`src/rtl/hd_load_sequencer_pkg.sv`:
```
// hd_ctrl_pkg: shared types and default beat counts
// for the HD inference load sequencer.
package hd_ctrl_pkg;

  localparam int BEAT_CNT_W = 17;

  localparam int PROJ_BEATS_DEF  = 125;
  localparam int FEAT_BEATS_DEF  = 514;
  localparam int CLASS_BEATS_DEF = 104000;
  localparam int COEFF_BEATS_DEF = 26;
  localparam int RUN_TMO_DEF     = 65535;
  localparam int RST_CYCLES_DEF  = 2;

  typedef logic [BEAT_CNT_W-1:0] cnt_t;

  typedef enum logic [2:0] {
    S_IDLE,
    S_ARST,
    S_LD_PROJ,
    S_LD_FEAT,
    S_LD_CLASS,
    S_RUN,
    S_DONE
  } state_t;

endpackage

```
`src/rtl/hd_load_sequencer_if.sv`:
```
// Host-side bus of the load sequencer:
// beat stream in, held result out.
interface hd_load_sequencer_if;
  logic        host_valid;
  logic        host_ready;
  logic [31:0] host_data;
  logic [15:0] result_val;
  logic [15:0] result_idx;
  logic        result_valid;
  logic        result_ack;

  modport master (
    output host_valid, host_data, result_ack,
    input  host_ready, result_val, result_idx,
           result_valid
  );

  modport slave (
    input  host_valid, host_data, result_ack,
    output host_ready, result_val, result_idx,
           result_valid
  );
endinterface

```
`src/rtl/hd_beat_counter.sv`:
```
// Clearable up-counter with terminal compare;
// shared by beat, timeout and reset-pulse counting.
module hd_beat_counter
  import hd_ctrl_pkg::*;
(
  input  logic clk,
  input  logic reset,
  input  logic clr,
  input  logic inc,
  input  cnt_t term,
  output cnt_t cnt,
  output logic at_term
);

  // clear wins over increment
  always_ff @(posedge clk or negedge reset) begin
    if (!reset)   cnt <= '0;
    else if (clr) cnt <= '0;
    else if (inc) cnt <= cnt + cnt_t'(1);
  end

  assign at_term = (cnt == term);

endmodule

```
`src/rtl/hd_load_sequencer.sv`:
```
// Sequences one HD inference: accel reset, three
// memory loads, run with timeout, result hold.
module hd_load_sequencer
  import hd_ctrl_pkg::*;
#(
  parameter int PROJ_BEATS  = PROJ_BEATS_DEF,
  parameter int FEAT_BEATS  = FEAT_BEATS_DEF,
  parameter int CLASS_BEATS = CLASS_BEATS_DEF,
  parameter int COEFF_BEATS = COEFF_BEATS_DEF,
  parameter int RUN_TIMEOUT = RUN_TMO_DEF,
  parameter int RST_CYCLES  = RST_CYCLES_DEF
) (
  input  logic             clk,
  input  logic             reset,
  input  logic             start,
  input  logic             abort,
  hd_load_sequencer_if.slave host,
  output logic [1:0][15:0] projections_in,
  output logic [31:0]      feature_in,
  output logic [7:0]       class_in,
  output logic [15:0]      coeffs_in,
  output logic             projection_write,
  output logic             feature_write,
  output logic             class_write,
  output logic             accel_reset,
  input  logic             all_done,
  input  logic [15:0]      max_val,
  input  logic [15:0]      max_index,
  output logic             busy,
  output logic             error
);

  state_t state, nxt;
  cnt_t   cnt, term;
  logic   at_term, inc, clr, acc;
  logic   proj_acc, feat_acc, cls_acc;
  logic   tmo_hit, run_ok;
  logic [15:0] r_val, r_idx;
  logic        r_valid;

  hd_beat_counter u_cnt (
    .clk     (clk),
    .reset   (reset),
    .clr     (clr),
    .inc     (inc),
    .term    (term),
    .cnt     (cnt),
    .at_term (at_term)
  );

  // state register
  always_ff @(posedge clk or negedge reset) begin
    if (!reset) state <= S_IDLE;
    else        state <= nxt;
  end

  // next state, counter control, accept
  always_comb begin
    nxt  = state;
    inc  = 1'b0;
    term = '0;
    acc  = 1'b0;
    unique case (state)
      S_IDLE: if (start) nxt = S_ARST;
      S_ARST: begin
        inc  = 1'b1;
        term = cnt_t'(RST_CYCLES - 1);
        if (at_term) nxt = S_LD_PROJ;
      end
      S_LD_PROJ: begin
        term = cnt_t'(PROJ_BEATS - 1);
        acc  = host.host_valid;
        inc  = acc;
        if (acc && at_term) nxt = S_LD_FEAT;
      end
      S_LD_FEAT: begin
        term = cnt_t'(FEAT_BEATS - 1);
        acc  = host.host_valid;
        inc  = acc;
        if (acc && at_term) nxt = S_LD_CLASS;
      end
      S_LD_CLASS: begin
        term = cnt_t'(CLASS_BEATS - 1);
        acc  = host.host_valid;
        inc  = acc;
        if (acc && at_term) nxt = S_RUN;
      end
      S_RUN: begin
        inc  = 1'b1;
        term = cnt_t'(RUN_TIMEOUT);
        if (all_done)     nxt = S_DONE;
        else if (at_term) nxt = S_IDLE;
      end
      S_DONE: if (host.result_ack) nxt = S_IDLE;
      default: nxt = S_IDLE;
    endcase
    if (abort) begin
      nxt = S_IDLE;
      acc = 1'b0;
      inc = 1'b0;
    end
  end

  assign clr      = (nxt != state);
  assign proj_acc = acc && (state == S_LD_PROJ);
  assign feat_acc = acc && (state == S_LD_FEAT);
  assign cls_acc  = acc && (state == S_LD_CLASS);
  assign run_ok   = (state == S_RUN) && all_done
                    && !abort;
  assign tmo_hit  = (state == S_RUN) && !all_done
                    && at_term && !abort;

  // registered payload, strobes, result, error
  always_ff @(posedge clk or negedge reset) begin
    if (!reset) begin
      projections_in   <= '0;
      feature_in       <= '0;
      class_in         <= '0;
      coeffs_in        <= '0;
      projection_write <= 1'b0;
      feature_write    <= 1'b0;
      class_write      <= 1'b0;
      r_val            <= '0;
      r_idx            <= '0;
      r_valid          <= 1'b0;
      error            <= 1'b0;
    end else begin
      projection_write <= proj_acc;
      feature_write    <= feat_acc;
      class_write      <= cls_acc;
      if (proj_acc) projections_in <= host.host_data;
      if (feat_acc) feature_in <= host.host_data;
      if (cls_acc) begin
        class_in <= host.host_data[7:0];
        if (cnt < cnt_t'(COEFF_BEATS))
          coeffs_in <= host.host_data[31:16];
      end
      if (state == S_IDLE && start && !abort)
        error <= 1'b0;
      else if (tmo_hit)
        error <= 1'b1;
      if (abort) begin
        r_valid <= 1'b0;
      end else if (run_ok) begin
        r_val   <= max_val;
        r_idx   <= max_index;
        r_valid <= 1'b1;
      end else if (state == S_DONE && host.result_ack) begin
        r_valid <= 1'b0;
      end
    end
  end

  assign host.host_ready   = (state == S_LD_PROJ)
                          || (state == S_LD_FEAT)
                          || (state == S_LD_CLASS);
  assign host.result_val   = r_val;
  assign host.result_idx   = r_idx;
  assign host.result_valid = r_valid;
  assign accel_reset = (state == S_IDLE)
                    || (state == S_ARST);
  assign busy = (state != S_IDLE);

endmodule

```
`src/flat_wrapper.sv`:
```
// flat-port wrapper written by rule: the top's interface ports become plain ports
module hd_load_sequencer_flat import hd_ctrl_pkg::*;
#(
  parameter int PROJ_BEATS  = PROJ_BEATS_DEF,
  parameter int FEAT_BEATS  = FEAT_BEATS_DEF,
  parameter int CLASS_BEATS = CLASS_BEATS_DEF,
  parameter int COEFF_BEATS = COEFF_BEATS_DEF,
  parameter int RUN_TIMEOUT = RUN_TMO_DEF,
  parameter int RST_CYCLES  = RST_CYCLES_DEF
)
  (clk, reset, start, abort, projections_in, feature_in, class_in, coeffs_in, projection_write, feature_write, class_write, accel_reset, all_done, max_val, max_index, busy, error, host_host_valid, host_host_data, host_result_ack, host_host_ready, host_result_val, host_result_idx, host_result_valid);
  hd_load_sequencer_if host_i ();
  input  logic clk;
  input  logic reset;
  input  logic start;
  input  logic abort;
  output logic [1:0][15:0] projections_in;
  output logic [31:0] feature_in;
  output logic [7:0] class_in;
  output logic [15:0] coeffs_in;
  output logic projection_write;
  output logic feature_write;
  output logic class_write;
  output logic accel_reset;
  input  logic all_done;
  input  logic [15:0] max_val;
  input  logic [15:0] max_index;
  output logic busy;
  output logic error;
  input wire logic [$bits(host_i.host_valid)-1:0] host_host_valid;
  input wire logic [$bits(host_i.host_data)-1:0] host_host_data;
  input wire logic [$bits(host_i.result_ack)-1:0] host_result_ack;
  output wire logic [$bits(host_i.host_ready)-1:0] host_host_ready;
  output wire logic [$bits(host_i.result_val)-1:0] host_result_val;
  output wire logic [$bits(host_i.result_idx)-1:0] host_result_idx;
  output wire logic [$bits(host_i.result_valid)-1:0] host_result_valid;
  assign host_i.host_valid = host_host_valid;
  assign host_i.host_data = host_host_data;
  assign host_i.result_ack = host_result_ack;
  assign host_host_ready = host_i.host_ready;
  assign host_result_val = host_i.result_val;
  assign host_result_idx = host_i.result_idx;
  assign host_result_valid = host_i.result_valid;
  hd_load_sequencer #(.PROJ_BEATS(PROJ_BEATS), .FEAT_BEATS(FEAT_BEATS), .CLASS_BEATS(CLASS_BEATS), .COEFF_BEATS(COEFF_BEATS), .RUN_TIMEOUT(RUN_TIMEOUT), .RST_CYCLES(RST_CYCLES)) u_core (.clk(clk), .reset(reset), .start(start), .abort(abort), .host(host_i), .projections_in(projections_in), .feature_in(feature_in), .class_in(class_in), .coeffs_in(coeffs_in), .projection_write(projection_write), .feature_write(feature_write), .class_write(class_write), .accel_reset(accel_reset), .all_done(all_done), .max_val(max_val), .max_index(max_index), .busy(busy), .error(error));
endmodule
```
`config.mk`:
```
export PLATFORM = sky130hd
export DESIGN_NAME = hd_load_sequencer_flat
export DESIGN_NICKNAME = d
export VERILOG_FILES = /design/src/rtl/hd_load_sequencer_pkg.sv /design/src/rtl/hd_load_sequencer_if.sv /design/src/rtl/hd_beat_counter.sv /design/src/rtl/hd_load_sequencer.sv /design/src/flat_wrapper.sv
export SDC_FILE = /design/constraint.sdc
export NUM_CORES = 1
export LEC_CHECK = 0
export CAP_MARGIN = 20
export CORE_MARGIN = 5
export CORE_UTILIZATION = 34
export DETAILED_ROUTE_END_ITERATION = 8
export GPL_TIMING_DRIVEN = 1
export PLACE_DENSITY = 0.64
export SKIP_LAST_GASP = 1
export SLEW_MARGIN = 20
export SYNTH_ARGS = -nofsm -noshare
export SYNTH_HDL_FRONTEND = slang
export SYNTH_SLANG_ARGS = --single-unit
```
`constraint.sdc`:
```
create_clock -name clk -period 2.6 [get_ports clk]
set_input_delay 0.39 -clock clk [delete_from_list [all_inputs] [get_ports clk]]
set_output_delay 0.39 -clock clk [all_outputs]
set_load 0.02 [all_outputs]
```
==> results.cfg, run 1 <==
[status]
status = completed

[drt]
ant_nets = 0
drt_iter0_markers = 163
wl_microns = 17200
post_drt_via_cell_ratio = 4.83
wire_per_inst_microns = 17.6
first_pass_iters = 5
drc = 0
vias = 4733

[synthesis]
yosys.area.top_type = dfrtp_1
syn_avg_cell_area_sq_um = 12.0
synth-seq-cells = 145
yosysTopAreaCellShare_pct = 58.7
synth_edf_count = 0
yosysMostFrequentCell = dfrtp_1
yosysUniqueCellTypes = 48
async_flop_share_pct = 100
synth_area_sq_um = 6180
synth_fp_nets = 587
ys_warn_count = 0
synth.area.top_cells = dfrtp_1, mux2_2, nand2_1
yosysSeqAreaShare_pct = 58.7
synthFlopType = dfrtp_1
synth_cells = 515
synth_common_cells = dfrtp_1, nand2_1, mux2_2, clkbuf_1, a21oi_1

[floorplan]
fp-row-count = 49
dieArea_sq_um = 21000
chipHeight_microns = 145
core_sq_um = 17900
die_w_microns = 145
start_util_pct = 34.5
io_pins = 199

[hold_path]
hold_path.class = reg2reg

[clocking]
clock-sinks = 145
cts_buffers = 17
cts_buffer_depth = 2
cts_tree = done
cts_root_buf = clkbuf_16
clk_pin_slew_worst_paths_ns = 0.06
clock_latency_ns = 0.42
htreeDepth = 4

[critical_path]
critPathLaunchType = register
critPathKind = reg2reg
arrival_ns = 2.80
worstSetupEndpointType = register
crit_family = compound AO/OA/AOI/OAI gates
worstPathRequired_ns = 2.91
critPathSlowestCell = or4_4
max_stage_delay_ns = 0.54
cp_cell_sequence = or4_4 -> a211oi_2 -> o211ai_2 -> a221oi_4 -> mux2_2 -> a221oi_1
cp.buffers_inverters = 0
critPathMaxFanout = 5

[sta]
worst_pin_slew_ns = 0.667
rsz0062_at_grt = false
fin_crit_sh_pct = 95.8
skew_ns = 0.00904
final_hold_viol_count = 0
setup_viol = 0
relSlewSlack_pct = 55.6
period_needed_ns = 2.49
fmax_mhz = 401
tns_ns = 0
slew_viol_final = 0

[global_route]
grt_usage_pct = 17.2
antenna_found_initial = 0
grt_pass1_wl_microns = 28100
grt_overflow = 0
grt_max_degree = 73
grt_pass1_vias = 5168

[final_layout]
fin_nets = 809
drive_gt1_share_pct = 23.5
fillCellCount = 1588
area_delta_synth_final_pct = 49.4
antenna_cells = 0
postLayoutCoreUtil_pct = 51.6

[place]
place.gp.congestion = 0.907
io_buffers = 198
hpwl_microns = 12500

[power_and_ir_drop]
power.density_nw_per_um2 = 1000
vdd_drop_max_v = 0.000621
p_leak_nw = 4.26

[run]
drv_cap = 0
==> kinds of logic (layout without fill, tap and decap cells) <==
group,after synthesis,after routing,share of synthesized area (%)
simple gates,172,172,13.3
flops,145,145,58.7
mux,91,91,16.6
compound gates,55,55,6.40
buf+inv,33,268,2.31
xor+xnor,18,18,2.55
fa+ha+maj,1,1,0.202
==> state kept, by name, indices dropped and copies added (netlist names) <==
name	flops
u_core.feature_in	32
u_core.host.result_idx	16
u_core.feature_write	1
u_core.error	1
u_core.projections_in	32
u_core.host.result_valid	1
u_core.projection_write	1
u_core.class_in	8
u_core.u_cnt.cnt	17
u_core.state	3
u_core.host.result_val	16
u_core.coeffs_in	16
u_core.class_write	1
==> layer usage <==
metal	wire (microns)	global-route usage (%)	part of all wire, %
met3	1420	7.33	8.3
met1	6790	20.6	40
met4	249	4.81	1.4
met5	0	0	0
met2	8730	28.4	51
==> placed cells by master, fill, tap and decap left out, types with 3 or more instances in the layout <==
cell type | Yosys | layout
clkbuf_16 | 0 | 17
clkdlybuf4s50_1 | 0 | 196
nor3_1 | 6 | 6
nand3_1 | 10 | 9
inv_6 | 0 | 9
nor2b_1 | 3 | 3
a21oi_2 | 10 | 10
and3_1 | 4 | 4
buf_12 | 0 | 7
a21oi_1 | 17 | 17
o21ai_0 | 12 | 12
nor2_1 | 9 | 9
xnor2_1 | 7 | 7
nand4_1 | 6 | 6
nand3b_1 | 3 | 3
buf_4 | 0 | 23
nand2b_1 | 3 | 3
nand2_1 | 111 | 111
inv_1 | 7 | 7
and4_1 | 3 | 3
mux2_2 | 90 | 90
xor2_1 | 11 | 11
dfrtp_1 | 145 | 145
==> final timing paths <==
path / cells after the start / startpoint / to / slack, ns
worst max-delay path: 6 / u_core.u_cnt.cnt[3]$_DFFE_PN0P_ / u_core.state[1]$_DFF_PN0_ / 0.11
worst min-delay path: 2 / u_core.projections_in[15]$_DFFE_PN0P_ / u_core.projections_in[15]$_DFFE_PN0P_ / 0.48
worst max register to register: 6 / u_core.u_cnt.cnt[3]$_DFFE_PN0P_ / u_core.state[1]$_DFF_PN0_ / 0.11
worst min register to register: 2 / u_core.projections_in[15]$_DFFE_PN0P_ / u_core.projections_in[15]$_DFFE_PN0P_ / 0.48
max in group asynchronous: 3 / reset / u_core.coeffs_in[8]$_DFFE_PN0P_ / 1.29
min in group asynchronous: 2 / reset / u_core.host.result_idx[12]$_DFFE_PN0P_ / 0.56
==> final cells by class <==
class / count / area, sq um / share of cell area, %
Clock buffer: 19 / 453 / 4.91
Inverter: 7 / 26.3 / 0.285
Tap cell: 229 / 287 / 3.10
Multi-Input combinational cell: 337 / 2410 / 26.2
Clock inverter: 13 / 114 / 1.23
Sequential cell: 145 / 3630 / 39.3
Timing Repair Buffer: 229 / 2310 / 25.0
==> worst register-to-register path, cell delays in order (launching register included) <==
cell and delay, ns:
dfrtp_1 0.42, or4_4 0.54, a211oi_2 0.27, o211ai_2 0.14
a221oi_4 0.36, mux2_2 0.37, a221oi_1 0.30
==> stage by stage <==
| stage | hold slack, ns | std cells | worst slack (ns) | cell area (sq um) | total power [mW] |
|---|---|---|---|---|---|
| 5_1_grt | 0.496 | 979 | 0.00579 | 9230 | 9.79 |
| 3_3_place_gp | 0.439 | 944 | 0.0563 | 8610 | 6.82 |
| 6_report | 0.475 | 979 | 0.109 | 9230 | 9.27 |
| 3_5_place_dp | 0.459 | 944 | 0.0449 | 8610 | 6.89 |
| 4_1_cts | 0.478 | 977 | 0.0238 | 9190 | 9.28 |
| 2_1_floorplan | 0.0944 | 515 | 0.130 | 6180 | 5.06 |
==> repair_timing <==
action,CTS,global route
gates resized for setup,0,1
setup endpoints to repair,0,18
hold endpoints to repair,3,0
setup buffers,0,2
hold buffers,1,0
==> where the power goes <==
part / internal, mW / total (mW) / switching, mW
Combinational: 1.81 / 3.73 / 1.93
Clock: 1.31 / 2.34 / 1.03
Sequential: 2.86 / 3.20 / 0.344
Power figures use the tool's default switching activity.
==> run 2: changes to the inputs <==
- RECOVER_POWER: default -> 25
==> results.cfg, run 2 (synthesis gave the netlist of run 1 again) <==
[power_and_ir_drop]
vdd_drop_max_v = 0.000621
finalPower_mw = 9.28
p_leak_nw = 4.26
power.density_nw_per_um2 = 1010

[global_route]
grt_pass1_wl_microns = 28100
grt_usage_pct = 17.2
grt_overflow = 0
antenna_found_initial = 0
grt_max_degree = 73
grt_pass1_vias = 5168

[drt]
ant_nets = 0
drt_iter0_markers = 139
post_drt_via_cell_ratio = 4.84
drc = 0
wire_per_inst_microns = 17.6
wl_microns = 17200
first_pass_iters = 4
vias = 4740

[floorplan]
die_w_microns = 145
dieArea_sq_um = 21000
core_sq_um = 17900
start_util_pct = 34.5
fp-row-count = 49
io_pins = 199
chipHeight_microns = 145

[final_layout]
antenna_cells = 0
drive_gt1_share_pct = 23.5
mostFrequentLayoutCells = clkdlybuf4s50_1, dfrtp_1, nand2_1
reg_top3 = u_core.feature_in x32, u_core.projections_in x32, u_core.u_cnt.cnt x17
fin_nets = 809
layout_commonest_cell = clkdlybuf4s50_1
area_delta_synth_final_pct = 49.1
fillCellCount = 1593

[clocking]
cts_buffers = 17
cts_buffer_depth = 2
cts_root_buf = clkbuf_16
cts_tree = done
clock_latency_ns = 0.42
clock-sinks = 145
htreeDepth = 4
clk_pin_slew_worst_paths_ns = 0.06

[sta]
tns_ns = 0
period_needed_ns = 2.49
fin_crit_sh_pct = 95.9
skew_ns = 0.00912
slew_viol_final = 73
relSlewSlack_pct = -19.8
setup_viol = 0
fmax_mhz = 401
rsz0062_at_grt = false
worst_pin_slew_ns = 1.80
final_hold_viol_count = 0

[place]
hpwl_microns = 12500
place.gp.congestion = 0.907
io_buffers = 198

[critical_path]
worstPathRequired_ns = 2.91
arrival_ns = 2.80
critPathLaunchType = register
critPathMaxFanout = 5
critPathKind = reg2reg
cp.buffers_inverters = 0
critPathSlowestCell = or4_4
worstSetupEndpointType = register
cp_cell_sequence = or4_4 -> a211oi_2 -> o211ai_2 -> a221oi_4 -> mux2_2 -> a221oi_1
max_stage_delay_ns = 0.54
crit_family = compound AO/OA/AOI/OAI gates

[status]
status = finished with violations
violations = max-capacitance violations, max-slew violations

[run]
drv_cap = 1

[hold_path]
hold_path.class = reg2reg
==> run 2: worst min-delay path, cell delays in order (launching register included) <==
cell and delay (ns):
dfrtp_1 0.34, nand2_1 0.05, nand2_1 0.05
==> run 2: where the power goes <==
| part | switching [mW] | internal (mW) |
|---|---|---|
| Combinational | 1.93 | 1.81 |
| Sequential | 0.344 | 2.86 |
| Clock | 1.03 | 1.31 |
==> run 2: metal layers <==
layer / vias up / routed length (microns) / GRT usage [%]
li1: 2219 / - / -
met5: - / 0 / 0
met4: 0 / 249 / 4.81
met2: 135 / 8800 / 28.4
met3: 18 / 1410 / 7.33
met1: 2368 / 6750 / 20.6
==> run 2: worst paths after layout <==
path | from | endpoint | slack (ns) | cells past startpoint
worst max-delay path | u_core.u_cnt.cnt[3]$_DFFE_PN0P_ | u_core.state[1]$_DFF_PN0_ | 0.11 | 6
worst min-delay path | u_core.projections_in[15]$_DFFE_PN0P_ | u_core.projections_in[15]$_DFFE_PN0P_ | 0.48 | 2
worst max register to register | u_core.u_cnt.cnt[3]$_DFFE_PN0P_ | u_core.state[1]$_DFF_PN0_ | 0.11 | 6
worst min register to register | u_core.projections_in[15]$_DFFE_PN0P_ | u_core.projections_in[15]$_DFFE_PN0P_ | 0.48 | 2
max in group asynchronous | reset | u_core.u_cnt.cnt[16]$_DFFE_PN0P_ | 0.44 | 3
min in group asynchronous | reset | u_core.host.result_idx[12]$_DFFE_PN0P_ | 1.00 | 2
==> run 2: area by class of cell <==
class                      count  area (sq um)  share of cell area [%]
sequential                   145          3630                    39.4
multi-input combinational    337          2410                    26.2
timing repair buffer         229          2290                    24.9
clock buffer                  19           453                    4.91
tap                          229           287                    3.11
clock inverter                13           114                    1.24
inverter                       7          26.3                   0.285
==> run 2: timing repair <==
action / 4_1_cts / 5_1_grt
setup buffers: 0 / 2
endpoints found under the hold margin: 3 / 0
resized for setup: 0 / 1
hold buffers: 1 / 0
setup endpoints to repair: 0 / 18
==> run 2: stage by stage <==
stage                     hold WS, ns  instance area [sq um]  std cells  setup slack (ns)  utilization [%]
final                           0.475                   9220        979             0.108             51.5
after CTS                       0.478                   9190        977            0.0238             51.3
after floorplan                0.0944                   6180        515             0.130                -
after global routing            0.496                   9220        979           0.00579             51.5
after detailed placement        0.459                   8610        944            0.0449             48.1
after global placement          0.439                   8610        944            0.0563             48.1
